[src/rtl/pill_schedule_monitor.sv]
// pill_schedule_monitor
// Parametrised per-pill hourly dose countdown. Each channel reloads from its
// field of the schedule ROM word, counts down once per hour rollover of the
// real-time clock, and raises a due flag on expiry that is held until the
// patient acknowledges it.
//
// Optional build macro: MISSED_DOSE_EN
//   defined   -> per-channel saturating missed-dose counters are built.
//   undefined -> missed_count is tied to zero and no counter flops exist.
module pill_schedule_monitor #(
    parameter int NUM_PILLS = 3,
    parameter int DUR_W     = 4,
    parameter int RUN_STATE = 3,
    parameter int MISS_W    = 4
) (
    input  logic                        clk,
    input  logic                        rst_n,
    input  logic [3:0]                  state,
    input  logic [NUM_PILLS*DUR_W-1:0]  rom_content,
    input  logic [23:0]                 bits_from_clock,
    input  logic [NUM_PILLS-1:0]        chan_enable,
    input  logic [NUM_PILLS-1:0]        pill_taken,
    output logic [NUM_PILLS*DUR_W-1:0]  pill_durations,
    output logic [NUM_PILLS-1:0]        pill_due,
    output logic                        any_due,
    output logic [NUM_PILLS*MISS_W-1:0] missed_count
);

    localparam logic [3:0] RUN_CODE = 4'(RUN_STATE);

    // Mode decode and hour-tick detection
    logic        w_load_mode;
    logic        w_run_mode;
    logic        w_hour_changed;
    logic        w_minsec_same;
    logic        w_tick;

    // Clock snapshot taken on load and on every tick
    logic [23:0] r_snapshot;

    // Codes 0..2 are the set-up states of the control FSM; they take
    // precedence even if RUN_STATE were configured into that range.
    assign w_load_mode    = (state <= 4'd2);
    assign w_run_mode     = (state == RUN_CODE) && !w_load_mode;

    // A tick is an hour-field change with the minute/second field untouched,
    // so a minute-only update never counts as an hour. Any inequality of the
    // hour field qualifies, including the 23 -> 0 wrap.
    assign w_hour_changed = (r_snapshot[23:16] != bits_from_clock[23:16]);
    assign w_minsec_same  = (r_snapshot[15:0]  == bits_from_clock[15:0]);
    assign w_tick         = w_run_mode && w_hour_changed && w_minsec_same;

    // Snapshot follows the clock in load mode and re-arms on each tick
    always_ff @(posedge clk) begin
        if (!rst_n) begin
            r_snapshot <= 24'd0;
        end else if (w_load_mode) begin
            r_snapshot <= bits_from_clock;
        end else if (w_tick) begin
            r_snapshot <= bits_from_clock;
        end
    end

    // Per-channel countdown, due flag and optional missed-dose counter
    genvar gi;
    generate
        for (gi = 0; gi < NUM_PILLS; gi++) begin : g_chan
            logic [DUR_W-1:0] w_rom_field;
            logic             w_enabled_run;
            logic             w_expire;
            logic [DUR_W-1:0] r_dur;
            logic             r_due;

            assign w_rom_field   = rom_content[gi*DUR_W +: DUR_W];
            assign w_enabled_run = w_run_mode && chan_enable[gi];

            // Expiry: an enabled channel already at zero when the tick lands.
            // A ROM field of zero therefore expires on every tick.
            assign w_expire      = w_tick && chan_enable[gi] && (r_dur == '0);

            // Countdown/due update; set-on-expiry beats a same-cycle acknowledge
            always_ff @(posedge clk) begin
                if (!rst_n) begin
                    r_dur <= '0;
                    r_due <= 1'b0;
                end else if (w_load_mode) begin
                    r_dur <= w_rom_field;
                    r_due <= 1'b0;
                end else if (w_run_mode && !chan_enable[gi]) begin
                    // Disabled channel shadows its ROM field and is never due
                    r_dur <= w_rom_field;
                    r_due <= 1'b0;
                end else if (w_expire) begin
                    r_dur <= w_rom_field;
                    r_due <= 1'b1;
                end else begin
                    // Enabled, not expiring: count down on a tick (value is
                    // known non-zero here, so no wrap is possible)
                    if (w_tick && w_enabled_run) begin
                        r_dur <= r_dur - DUR_W'(1);
                    end
                    // Acknowledge is honoured in run mode and in idle codes;
                    // when not due the clear is a no-op.
                    if (pill_taken[gi]) begin
                        r_due <= 1'b0;
                    end
                end
            end

            assign pill_durations[gi*DUR_W +: DUR_W] = r_dur;
            assign pill_due[gi]                      = r_due;

`ifdef MISSED_DOSE_EN
            logic              w_miss_evt;
            logic [MISS_W-1:0] r_missed;

            // A miss is a fresh expiry landing on an unacknowledged flag;
            // an acknowledge in the same cycle retires the old dose.
            assign w_miss_evt = w_expire && r_due && !pill_taken[gi];

            // Saturating missed-dose counter, cleared only by reset
            always_ff @(posedge clk) begin
                if (!rst_n) begin
                    r_missed <= '0;
                end else if (w_miss_evt && (r_missed != '1)) begin
                    r_missed <= r_missed + MISS_W'(1);
                end
            end

            assign missed_count[gi*MISS_W +: MISS_W] = r_missed;
`else
            assign missed_count[gi*MISS_W +: MISS_W] = '0;
`endif
        end
    endgenerate

    // Summary flag for the control FSM, same cycle as the per-pill flags
    assign any_due = |pill_due;

endmodule

[config.mk]
export PLATFORM = sky130hd
export DESIGN_NAME = pill_schedule_monitor
export DESIGN_NICKNAME = d
export VERILOG_FILES = /design/src/rtl/pill_schedule_monitor.sv
export SDC_FILE = /design/constraint.sdc
export NUM_CORES = 1
export LEC_CHECK = 0
export ABC_AREA = 1
export CORE_MARGIN = 3
export CORE_UTILIZATION = 43
export CTS_CLUSTER_DIAMETER = 150
export CTS_CLUSTER_SIZE = 40
export DETAILED_ROUTE_END_ITERATION = 10
export HOLD_SLACK_MARGIN = 0.03
export PLACE_DENSITY = 0.82
export SLEW_MARGIN = 30
export SYNTH_ARGS = -nofsm -noshare
export SYNTH_HDL_FRONTEND = slang
export SYNTH_SLANG_ARGS = --single-unit
[constraint.sdc]
create_clock -name clk -period 1.5 [get_ports clk]
set_input_delay 0.45 -clock clk [delete_from_list [all_inputs] [get_ports clk]]
set_output_delay 0.45 -clock clk [all_outputs]
set_load 0.005 [all_outputs]
==> flow_summary.json <==
{
  "die_h_um": 84.1,
  "drcViolationCount": 0,
  "dr.pass1.iters": 4,
  "worstSetupStartpointType": "input port",
  "numClockSinks": 39,
  "synth.lib_cells_used.distinct": 35,
  "grt_setup_unrepaired": "yes",
  "cells_on_worst_reg2reg_path": 10,
  "setup.worst_path.end_class": "flip-flop",
  "initialDrtViolationCount": 126,
  "placedCellCount": 556,
  "routed-via-count": 2841,
  "summed_negative_setup_slack_over_all_endpoints_ns": -5.46,
  "worst_skew_pair.late_latency_ns": 0.30,
  "synth_sequential_area_ratio": 0.298,
  "wirelength_um": 7540,
  "synthesis.area_per_instance_um2": 6.53,
  "slowest_delay_ns": 0.26,
  "violated_checks": "negative setup slack",
  "power_per_cell_area_nw_per_um2": 699,
  "layoutNonFillerInstCount": 580,
  "final-hold-violation-count": 0,
  "finalWorstPathRequiredPeriod_ns": 1.71,
  "holdWs_ns": 0.402,
  "max_clock_freq_mhz": 585,
  "yosys_register_bits": 39,
  "drive_gt1_frac": 0.417,
  "crit_chain": "clkdlybuf4s15_2 > inv_6 > nand2_4 > nor2_4 > nand2_2 > nor2_2 > nand3_2 > nor2_4 > nand3_4 > nand3_2 > nand3_2 > nand2_2 > inv_2",
  "antenna_cells_inserted": 0,
  "dp_worst_setup_slack_ns": -0.858,
  "cts_root_buffer": "sky130_fd_sc_hd__clkbuf_8",
  "critical_path_peak_fanout": 6,
  "timing.max_cap.violations": 0,
  "timing.hold.worst_path_depth": 3,
  "worst-endpoint-required_ns": 1.71,
  "multi_input_area_um2": 1790,
  "timing.clock.skew_ns": 0.00505,
  "globalRoute.totalOverflow": 0,
  "final-max-slew-violation-count": 0,
  "cts-buffers-inserted": 5,
  "rows": 27,
  "design.die.area_um2": 7080,
  "io-pin-count": 76,
  "final.period_utilization": 1.14,
  "clkSlewWorstSetupHoldPaths_ns": 0.08,
  "grtUsageTotal": 0.212,
  "cts_max_level": 2,
  "worst_ep_arrival_time_ns": 1.92,
  "grt_first_pass_wirelength_um": 12400,
  "nets": 561,
  "setup_ws_ns": -0.211,
  "grt_antenna_before_repair": 0,
  "path_class": "input port to flip-flop",
  "floorplan.initialDensity": 0.460,
  "drtAntennaViolNets": 0,
  "grt_max_degree": 40,
  "core_area_um2": 5710,
  "die_width_um": 84.1,
  "hp-class": "input port to flip-flop",
  "grt_pass1_vias": 2890,
  "viasPerCell": 4.90,
  "post_synth_instance_area_um2": 2620,
  "crit_path_frequent_cell": "sky130_fd_sc_hd__nand3_2",
  "layout-area-overhead-vs-synth_pct": 57.7,
  "gp_routability_congestion": 0.848,
  "netlist_instances": 402,
  "final.fill_count": 429,
  "layout.area.seq_um2": 810,
  "leakage_nw": 2.11,
  "status": "finished, violations left",
  "warnings_synthesis": 0,
  "slowest_stage": "sky130_fd_sc_hd__nor2_4",
  "dp_hpwl_um": 5030,
  "io_buffer_count": 63,
  "wl_per_cell_um": 13.0,
  "tritoncts": "yes",
  "setup_violating_endpoint_count_in_the_final_report": 40,
  "ctsLongestPathBuffers": 2,
  "maximum_resistive_drop_on_vdd_mv": 0.605
}
==> per-stage QoR <==
stage	power, mW	cell area (µm²)	util
final	2.89	4140	0.725
after global routing	3.03	4140	0.725
after CTS	2.85	4090	0.717
after detailed placement	1.99	3680	0.645
after global placement	1.96	3680	0.645
after floorplan	1.64	2830	-
==> final timing paths <==
path | endpoint | from | slack [ns]
max | g_chan[1].r_dur[1]$_SDFFE_PN0P_ | state[2] | -0.21
min | r_snapshot[6]$_SDFFE_PN0P_ | bits_from_clock[6] | 0.40
max reg2reg | g_chan[1].r_dur[1]$_SDFFE_PN0P_ | r_snapshot[12]$_SDFFE_PN0P_ | -0.20
min reg2reg | r_snapshot[22]$_SDFFE_PN0P_ | r_snapshot[22]$_SDFFE_PN0P_ | 0.53
==> area by class of cell <==
class                      count  share of cell area
clock buffer                   8              0.0242
inverter                      71              0.0722
sequential                    39               0.196
tap                           72              0.0218
timing repair buffer         114               0.255
multi-input combinational    276               0.431
==> cell usage after synthesis <==
master / count / share of area
sky130_fd_sc_hd__nand2_4: 3 / 0.013
sky130_fd_sc_hd__buf_4: 16 / 0.046
sky130_fd_sc_hd__nand3_4: 3 / 0.020
sky130_fd_sc_hd__dfxtp_1: 39 / 0.30
sky130_fd_sc_hd__buf_1: 3 / 0.0043
sky130_fd_sc_hd__xor2_1: 7 / 0.023
sky130_fd_sc_hd__xnor2_1: 10 / 0.033
sky130_fd_sc_hd__nand3b_1: 1 / 0.0029
sky130_fd_sc_hd__and2_1: 1 / 0.0024
sky130_fd_sc_hd__a21oi_2: 6 / 0.020
sky130_fd_sc_hd__clkbuf_1: 4 / 0.0057
sky130_fd_sc_hd__o21ai_1: 9 / 0.017
sky130_fd_sc_hd__inv_2: 3 / 0.0043
sky130_fd_sc_hd__or2_0: 1 / 0.0024
sky130_fd_sc_hd__nor2_4: 1 / 0.0043
sky130_fd_sc_hd__ha_1: 6 / 0.029
sky130_fd_sc_hd__inv_1: 67 / 0.096
sky130_fd_sc_hd__or3_1: 1 / 0.0024
sky130_fd_sc_hd__nor2_2: 2 / 0.0048
sky130_fd_sc_hd__buf_6: 3 / 0.013
sky130_fd_sc_hd__and3b_1: 1 / 0.0033
sky130_fd_sc_hd__o22ai_2: 1 / 0.0048
sky130_fd_sc_hd__o21ai_0: 15 / 0.029
sky130_fd_sc_hd__nand2_1: 99 / 0.14
sky130_fd_sc_hd__a21oi_1: 11 / 0.021
sky130_fd_sc_hd__nor2b_1: 1 / 0.0024
sky130_fd_sc_hd__buf_2: 1 / 0.0019
sky130_fd_sc_hd__nor2_1: 33 / 0.047
sky130_fd_sc_hd__nand4_1: 1 / 0.0024
sky130_fd_sc_hd__nand3_2: 1 / 0.0038
sky130_fd_sc_hd__nand3_1: 45 / 0.086
sky130_fd_sc_hd__nor3b_1: 3 / 0.0086
sky130_fd_sc_hd__nand2_2: 2 / 0.0048
sky130_fd_sc_hd__clkinv_1: 1 / 0.0014
sky130_fd_sc_hd__conb_1: 1 / 0.0014
==> critical path: cells and delay by family <==
kind,cells,cell delay [ns]
and+or+nand+nor,10,1.18
buffers and inverters,3,0.29
==> layer usage <==
metal  global-route usage  up-vias  share of wire
met4               0.0775        0          0.019
li1                     -     1423              -
met5                    0        -              0
met1                0.238     1308           0.40
met3               0.0415       16          0.060
met2                0.393       94           0.52
==> cell families after synthesis <==
family / share of synthesized area
adder cells (fa/ha/maj): 0.0286
buffers and inverters: 0.172
flip-flops: 0.298
XOR/XNOR: 0.0567
AND/OR/NAND/NOR: 0.352
AO/OA/AOI/OAI: 0.0916
other: 0.00143
==> report_power, final <==
group | switching (mW) | leakage, nW | total (mW) | internal [mW]
Sequential | 0.0525 | 0.329 | 1.16 | 1.11
Combinational | 0.455 | 1.73 | 0.917 | 0.462
Clock | 0.396 | 0.0515 | 0.817 | 0.420
Total | 0.904 | 2.11 | 2.89 | 1.99
==> timing repair <==
action,CTS,global route
pin swaps,46,31
setup buffers,14,0
resized for setup,161,36
endpoints found under the setup margin,55,41
cloned,2,0
endpoints found under the hold margin,0,0
hold buffers,0,0
==> flip-flops by register name (all words and copies together), names as in the netlist <==
name / flops
r_snapshot: 24
g_chan.r_due: 3
g_chan.r_dur: 12
==> placed cells by master (no fill, tap or decap), types with 10 or more instances in the layout <==
cell,count
sky130_fd_sc_hd__nor2_1,25
sky130_fd_sc_hd__nand2_1,73
sky130_fd_sc_hd__nand2_2,26
sky130_fd_sc_hd__dlygate4sd2_1,15
sky130_fd_sc_hd__inv_2,11
sky130_fd_sc_hd__nand3_1,23
sky130_fd_sc_hd__conb_1,12
sky130_fd_sc_hd__inv_1,53
sky130_fd_sc_hd__nand3_2,23
sky130_fd_sc_hd__buf_4,40
sky130_fd_sc_hd__o21ai_1,10
sky130_fd_sc_hd__clkdlybuf4s50_1,19
sky130_fd_sc_hd__dfxtp_2,20
sky130_fd_sc_hd__dfxtp_1,18
No activity file was read; power rests on OpenSTA's default activity.
